$ cat src/rtl/mux3_arbiter.sv
// rtl/mux3_arbiter.sv - three-requester arbiter driving a registered 3:1 mux select and output stage
// Fixed-priority or round-robin ownership, bounded bursts, single valid/ready output register.
module mux3_arbiter #(
    parameter int DW        = 8,
    parameter int MODE      = 0,
    parameter int MAX_BURST = 4
) (
    input  logic          clk,
    input  logic          rst_n,
    input  logic [2:0]    req,
    input  logic [DW-1:0] din_a,
    input  logic [DW-1:0] din_b,
    input  logic [DW-1:0] din_c,
    output logic [2:0]    gnt,
    output logic [1:0]    sel,
    output logic [DW-1:0] dout,
    output logic          dout_valid,
    input  logic          dout_ready
);

    typedef enum logic {
        IDLE = 1'b0,
        BUSY = 1'b1
    } state_t;

    localparam logic [3:0] BURST_LAST = 4'(MAX_BURST - 1);

    state_t        state_q, state_d;
    logic [1:0]    sel_q, sel_d;
    logic [1:0]    last_q, last_d;
    logic [3:0]    cnt_q, cnt_d;
    logic [DW-1:0] dout_q, dout_d;
    logic          dout_valid_q, dout_valid_d;

    logic          can_load;
    logic [2:0]    own_oh;
    logic          own_req;
    logic [DW-1:0] own_din;
    logic [1:0]    fixed_pick;
    logic [1:0]    rr_pick;
    logic [1:0]    rr_start;

    assign can_load = !dout_valid_q || dout_ready;

    always_comb begin
        own_oh  = 3'b001;
        own_din = din_a;
        unique case (sel_q)
            2'd1: begin
                own_oh  = 3'b010;
                own_din = din_b;
            end
            2'd2: begin
                own_oh  = 3'b100;
                own_din = din_c;
            end
            default: begin
                own_oh  = 3'b001;
                own_din = din_a;
            end
        endcase
    end

    assign own_req = |(req & own_oh);

    // Winner encoders are only consulted when some req bit is set, so the final fallback is safe.
    always_comb begin
        fixed_pick = 2'd2;
        if (req[0]) begin
            fixed_pick = 2'd0;
        end else if (req[1]) begin
            fixed_pick = 2'd1;
        end
    end

    assign rr_start = (last_q >= 2'd2) ? 2'd0 : last_q + 2'd1;

    always_comb begin
        rr_pick = 2'd0;
        unique case (rr_start)
            2'd1:    rr_pick = req[1] ? 2'd1 : (req[2] ? 2'd2 : 2'd0);
            2'd2:    rr_pick = req[2] ? 2'd2 : (req[0] ? 2'd0 : 2'd1);
            default: rr_pick = req[0] ? 2'd0 : (req[1] ? 2'd1 : 2'd2);
        endcase
    end

    always_comb begin
        state_d      = state_q;
        sel_d        = sel_q;
        last_d       = last_q;
        cnt_d        = cnt_q;
        dout_d       = dout_q;
        dout_valid_d = dout_valid_q && !dout_ready;
        gnt          = 3'b000;

        unique case (state_q)
            IDLE: begin
                if (req != 3'b000) begin
                    sel_d   = (MODE == 1) ? rr_pick : fixed_pick;
                    cnt_d   = 4'd0;
                    state_d = BUSY;
                end
            end
            BUSY: begin
                if (own_req && can_load) begin
                    gnt          = own_oh;
                    dout_d       = own_din;
                    dout_valid_d = 1'b1;
                    cnt_d        = cnt_q + 4'd1;
                    if (cnt_q == BURST_LAST) begin
                        last_d  = sel_q;
                        state_d = IDLE;
                    end
                end else if (!own_req && can_load) begin
                    // Owner dropped its request: give up the mux without a beat.
                    last_d  = sel_q;
                    state_d = IDLE;
                end
            end
            default: state_d = IDLE;
        endcase
    end

    always_ff @(posedge clk or negedge rst_n) begin
        if (!rst_n) begin
            state_q      <= IDLE;
            sel_q        <= 2'b00;
            last_q       <= 2'b10;
            cnt_q        <= 4'd0;
            dout_q       <= '0;
            dout_valid_q <= 1'b0;
        end else begin
            state_q      <= state_d;
            sel_q        <= sel_d;
            last_q       <= last_d;
            cnt_q        <= cnt_d;
            dout_q       <= dout_d;
            dout_valid_q <= dout_valid_d;
        end
    end

    assign sel        = sel_q;
    assign dout       = dout_q;
    assign dout_valid = dout_valid_q;

endmodule

$ cat config.mk
export PLATFORM = sky130hd
export DESIGN_NAME = mux3_arbiter
export DESIGN_NICKNAME = d
export VERILOG_FILES = /design/src/rtl/mux3_arbiter.sv
export SDC_FILE = /design/constraint.sdc
export NUM_CORES = 1
export LEC_CHECK = 0
export CORE_ASPECT_RATIO = 0.7
export CORE_MARGIN = 4
export CORE_UTILIZATION = 30
export CTS_BUF_LIST = sky130_fd_sc_hd__clkbuf_8
export CTS_CLUSTER_DIAMETER = 60
export DETAILED_ROUTE_END_ITERATION = 10
export PLACE_DENSITY = 0.71
export SLEW_MARGIN = 25
export SYNTH_ARGS = -nofsm -noshare
export SYNTH_HDL_FRONTEND = slang
export SYNTH_SLANG_ARGS = --single-unit
$ cat constraint.sdc
create_clock -name clk -period 6.2 [get_ports clk]
set_clock_uncertainty 0.15 [all_clocks]
set_input_delay 1.24 -clock clk [delete_from_list [all_inputs] [get_ports clk]]
set_output_delay 1.24 -clock clk [all_outputs]
set_load 0.05 [all_outputs]
==> results_dict.tcl, run 1 <==
set metrics [dict create \
    outcome "complete, no violations" \
    yosys.cell_types.count 23 \
    fin_area_um2 1420 \
    required_ns 4.81 \
    min_path_cells 1 \
    max-vdd-ir-drop_uv 168 \
    gp_congestion 0.828 \
    place.port_buffers 43 \
    wl_per_cell_um 14.0 \
    hp-start "dout[3]$_DFFE_PN0P_" \
    reg2reg_depth 6 \
    period_minus_slack_ns 4.90 \
    cp.arrival_ns 3.51 \
    dieWidth_um 74.3 \
    critPathCaptureType "primary output" \
    ys_seq_area_share_pct 43.4 \
    io_pins 44 \
    hold_buffers 0 \
    swShare_pct 47.4 \
    antenna_found_initial 0 \
    mostFrequentLayoutCells "clkdlybuf4s50_1, o21ai_0, dfrtp_1" \
    reg2reg_slack_ns 3.73 \
    pwr-share-seq_pct 25.0 \
    fmax_mhz 204 \
    fin_tns_setup_ns 0 \
    p_leak_uw 0.000587 \
    dpl_cell_area_um2 1370 \
    die_area_um2 4040 \
    grt_pass1_wl_um 3840 \
    rsz0062_at_grt "false" \
    finalHoldViolCount 0 \
    area_delta_synth_final_pct 53.3 \
    p_comb_share_pct 65.1 \
    finalCritPeriodShare_pct 79.1 \
    route.detailed.drc 0 \
    start_kind "input port" \
    coreArea_um2 2860 \
    relSlewSlack_pct 54.6 \
    antenna_cells 0 \
    pwr-share-clk_pct 9.9 \
    place_hpwl_um 1900 \
    grt_max_degree 19 \
    nFillCells 279 \
    synth_cells 94 \
    cts_tree "built" \
    initial_core_util_pct 32.3 \
    overflow 0 \
    rr_endpoint "dout[6]$_DFFE_PN0P_" \
    min_to "dout[3]$_DFFE_PN0P_" \
    drv_cap 0 \
    via_per_inst 4.89 \
    netSwitchingPower_uw 352 \
    routed-via-count 836 \
    drt_iter0_drc 40 \
    min_path_type "flip-flop to flip-flop" \
    die_y_um 54.4 \
    drv_slew 0 \
    path_max_fanout 14 \
    cts_max_level 1 \
    ys_ff_latch 16 \
    holdWs_ns 0.357 \
    cts_buffers 3 \
    syn_area_um2 923 \
    drive_above_1_share_pct 9.63 \
    clock_sinks 16 \
    setup_viol 0 \
    std_cell_rows 16 \
    utilization_pct 49.4 \
    cts_resized 0 \
    cts.path.max_buffers 2 \
    syn_area_per_cell_um2 9.82 \
    grtUsageTotal_pct 12.7 \
    wirelength_um 2400 \
    p_per_area_nw_per_um2 524 \
    tightest_slew_ns 0.679 \
    insertion_delay_ns 0.25 \
    syn_nets 127 \
    dp_cells 168 \
    final_cells 171 \
    internal-power_uw 390 \
    nets 170 \
    final_common_cell "clkdlybuf4s50_1" \
    antenna_left 0 \
    r2r-start "sel[0]$_DFFE_PN0P_" \
    path_class "input port to primary output" \
    cts_setup_buffers 0 \
    yosysWarnings 0 \
    clk_pin_slew_ns 0.06 \
    cts_root_buf "clkbuf_8" \
    dr.pass1.iters 5 \
    grt_pass1_vias 860 \
]
power by group through the flow:
stage / Sequential, uW / Combinational (uW) / Clock [uW]
2_1_floorplan: 292 / 235 / 0
3_3_place_gp: 183 / 479 / 0
3_5_place_dp: 187 / 487 / 0
4_1_cts: 186 / 490 / 76.4
5_1_grt: 193 / 521 / 80.4
6_report: 185 / 483 / 73.7
area by class of cell:
class,count,area (um^2),share of cell area [%]
tap,36,45.0,3.18
clock buffer,3,41.3,2.92
timing repair buffer,44,438,30.9
inverter,4,15.0,1.06
multi-input combinational,68,475,33.6
sequential,16,400,28.3
worst max-delay path: stages:
cell and delay [ns]:
clkdlybuf4s50_1 0.47, a222oi_1 0.64, nor3_2 0.07, buf_4 0.22, and2_1 0.17, clkdlybuf4s50_1 0.69
worst max path at each step:
stage / start / endpoint
5_1_grt: req[0] / gnt[1]
4_1_cts: req[0] / gnt[0]
3_3_place_gp: req[0] / gnt[0]
2_1_floorplan: req[0] / gnt[0]
3_5_place_dp: req[0] / gnt[0]
6_report: req[0] / gnt[0]
logic make-up after synthesis:
group           Yosys count  synth area share (%)
buf+inv                  10                  5.15
mux                      12                  15.7
xor+xnor                  1                 0.949
compound gates           28                  18.3
simple gates             24                  12.5
fa+ha+maj                 3                  4.07
flops                    16                  43.4
per-stage QoR:
step,setup WS (ns),power (uW)
after floorplan,2.43,528
after global placement,1.39,662
after detailed placement,1.29,675
after CTS,1.29,752
after global routing,1.17,795
final,1.30,742
cell usage after synthesis, drive strengths merged:
cell type	count	share of area (%)
mux2	8	11
inv	4	1.6
xor2	1	0.95
a222oi	1	1.1
nand3	1	0.54
ha	3	4.1
a21oi	2	1.1
a22oi	8	6.5
dfrtp	16	43
nor2	5	2.0
mux2i	4	4.3
nor3	3	2.2
a2bb2oi	1	0.95
nand2	9	3.7
clkbuf	3	1.2
buf	3	2.3
o21ai	16	8.7
nand2b	2	1.4
and2	3	2.0
nor2b	1	0.68
flip-flops by register name, summed over array words and instances (netlist names):
signal / cells
cnt_q: 4
dout_valid: 1
state_q: 1
dout: 8
sel: 2
layer usage:
| metal | wire length, um | GRT usage [%] | up-vias |
|---|---|---|---|
| li1 | - | - | 416 |
| met4 | 14 | 2.66 | 0 |
| met1 | 996 | 13.4 | 390 |
| met3 | 215 | 4.77 | 2 |
| met5 | 0 | 0 | - |
| met2 | 1170 | 24.4 | 28 |
Power figures use the tool's default switching activity.
==> inputs of run 2 (changes only) <==
==> constraint.sdc (replaced) <==
create_clock -name clk -period 4.8 [get_ports clk]
set_clock_uncertainty 0.15 [all_clocks]
set_input_delay 0.96 -clock clk [delete_from_list [all_inputs] [get_ports clk]]
set_output_delay 0.96 -clock clk [all_outputs]
set_load 0.05 [all_outputs]
==> results_dict.tcl, run 2 (synthesis gave the netlist of run 1 again) <==
set metrics [dict create \
    io_pins 44 \
    use_met1_pct 15.1 \
    critPathCaptureType "primary output" \
    clk_pin_slew_ns 0.06 \
    overflow 0 \
    grtUsageTotal_pct 13.0 \
    via_per_inst 5.01 \
    drv_slew 0 \
    path_max_fanout 14 \
    r2r-start "sel[0]$_DFFE_PN0P_" \
    drive_above_1_share_pct 11.9 \
    finalHoldViolCount 0 \
    grt_pass1_vias 851 \
    utilization_pct 49.6 \
    place.port_buffers 43 \
    fmax_mhz 255 \
    initial_core_util_pct 32.3 \
    nFillCells 283 \
    min_path_type "flip-flop to flip-flop" \
    hold_buffers 0 \
    relSlewSlack_pct 49.4 \
    nets 169 \
    dp_slack_ns 0.670 \
    drt_iter0_drc 25 \
    area_delta_synth_final_pct 53.8 \
    cts_resized 0 \
    rsz0062_at_grt "false" \
    clock_sinks 16 \
    setup_viol 0 \
    grt_pass1_wl_um 3940 \
    busiest_layer "met2" \
    final_common_cell "clkdlybuf4s50_1" \
    drv_cap 0 \
    std_cell_rows 16 \
    route.detailed.drc 0 \
    antenna_found_initial 0 \
    required_ns 3.69 \
    coreArea_um2 2860 \
    wl_per_cell_um 14.2 \
    cts_buffers 3 \
    antenna_cells 0 \
    gp_congestion 0.790 \
    cts_tree "built" \
    tightest_slew_ns 0.758 \
    reg2reg_slack_ns 2.17 \
    p_leak_uw 0.000595 \
    grt_max_degree 19 \
    mostFrequentLayoutCells "clkdlybuf4s50_1, o21ai_0, dfrtp_1" \
    die_y_um 54.4 \
    finalCritPeriodShare_pct 81.8 \
    place_hpwl_um 1870 \
    cts_root_buf "clkbuf_8" \
    p_per_area_nw_per_um2 689 \
    insertion_delay_ns 0.25 \
    use_met2_pct 22.1 \
    cts_setup_buffers 0 \
    fin_tns_setup_ns 0 \
    crit_path_start "req[0]" \
    cts_max_level 1 \
    wirelength_um 2430 \
    start_kind "input port" \
    max-vdd-ir-drop_uv 281 \
    cp.arrival_ns 2.81 \
    path_class "input port to primary output" \
    dieWidth_um 74.3 \
    multi_input_comb_area_um2 482 \
    outcome "complete, no violations" \
    antenna_left 0 \
    period_minus_slack_ns 3.92 \
    hp-start "cnt_q[2]$_DFFE_PN0P_" \
    cts.path.max_buffers 2 \
    routed-via-count 857 \
    largest_register_ffs 8 \
    seq_area_um2 400 \
    global_route.usage.met3_pct 5.69 \
    die_area_um2 4040 \
    setup_ws_ns 0.876 \
    dr.pass1.iters 4 \
]
run 2: stage by stage:
stage | hold WS (ns) | instance area, um^2 | cells | total power, uW
2_1_floorplan | 0.315 | 923 | 94 | 682
3_3_place_gp | 0.341 | 1360 | 167 | 848
3_5_place_dp | 0.345 | 1360 | 167 | 865
4_1_cts | 0.359 | 1410 | 171 | 986
5_1_grt | 0.367 | 1420 | 171 | 1050
6_report | 0.350 | 1420 | 171 | 979
run 2: worst paths after layout:
| path | cells after the start | endpoint |
|---|---|---|
| min in group asynchronous | 1 | dout[5]$_DFFE_PN0P_ |
| setup reg to reg | 5 | dout[1]$_DFFE_PN0P_ |
| hold reg to reg | 1 | cnt_q[2]$_DFFE_PN0P_ |
| setup / recovery | 5 | gnt[2] |
| max in group asynchronous | 1 | dout[1]$_DFFE_PN0P_ |
| hold / removal | 1 | cnt_q[2]$_DFFE_PN0P_ |
run 2: layout make-up:
cell class / count / share of cell area (%)
Multi-Input combinational cell: 68 / 33.9
Timing Repair Buffer: 43 / 29.8
Sequential cell: 16 / 28.2
Clock buffer: 4 / 3.88
Tap cell: 36 / 3.17
Inverter: 4 / 1.06
run 2: worst max-delay path, cell delays in order:
cell             delay, ns
clkdlybuf4s50_1       0.47
a222oi_1              0.73
nor3_4                0.23
and2_1                0.23
buf_4                 0.18
run 2: per-layer routing:
layer	wire, um	share of wire, %
met4	8	0.33
met5	0	0
met2	1160	48
met3	292	12
met1	966	40
run 2: where the power goes:
part | total (uW) | switching [uW] | internal [uW]
sequential | 237 | 43.0 | 194
clock | 116 | 43.0 | 72.7
combinational | 626 | 378 | 249
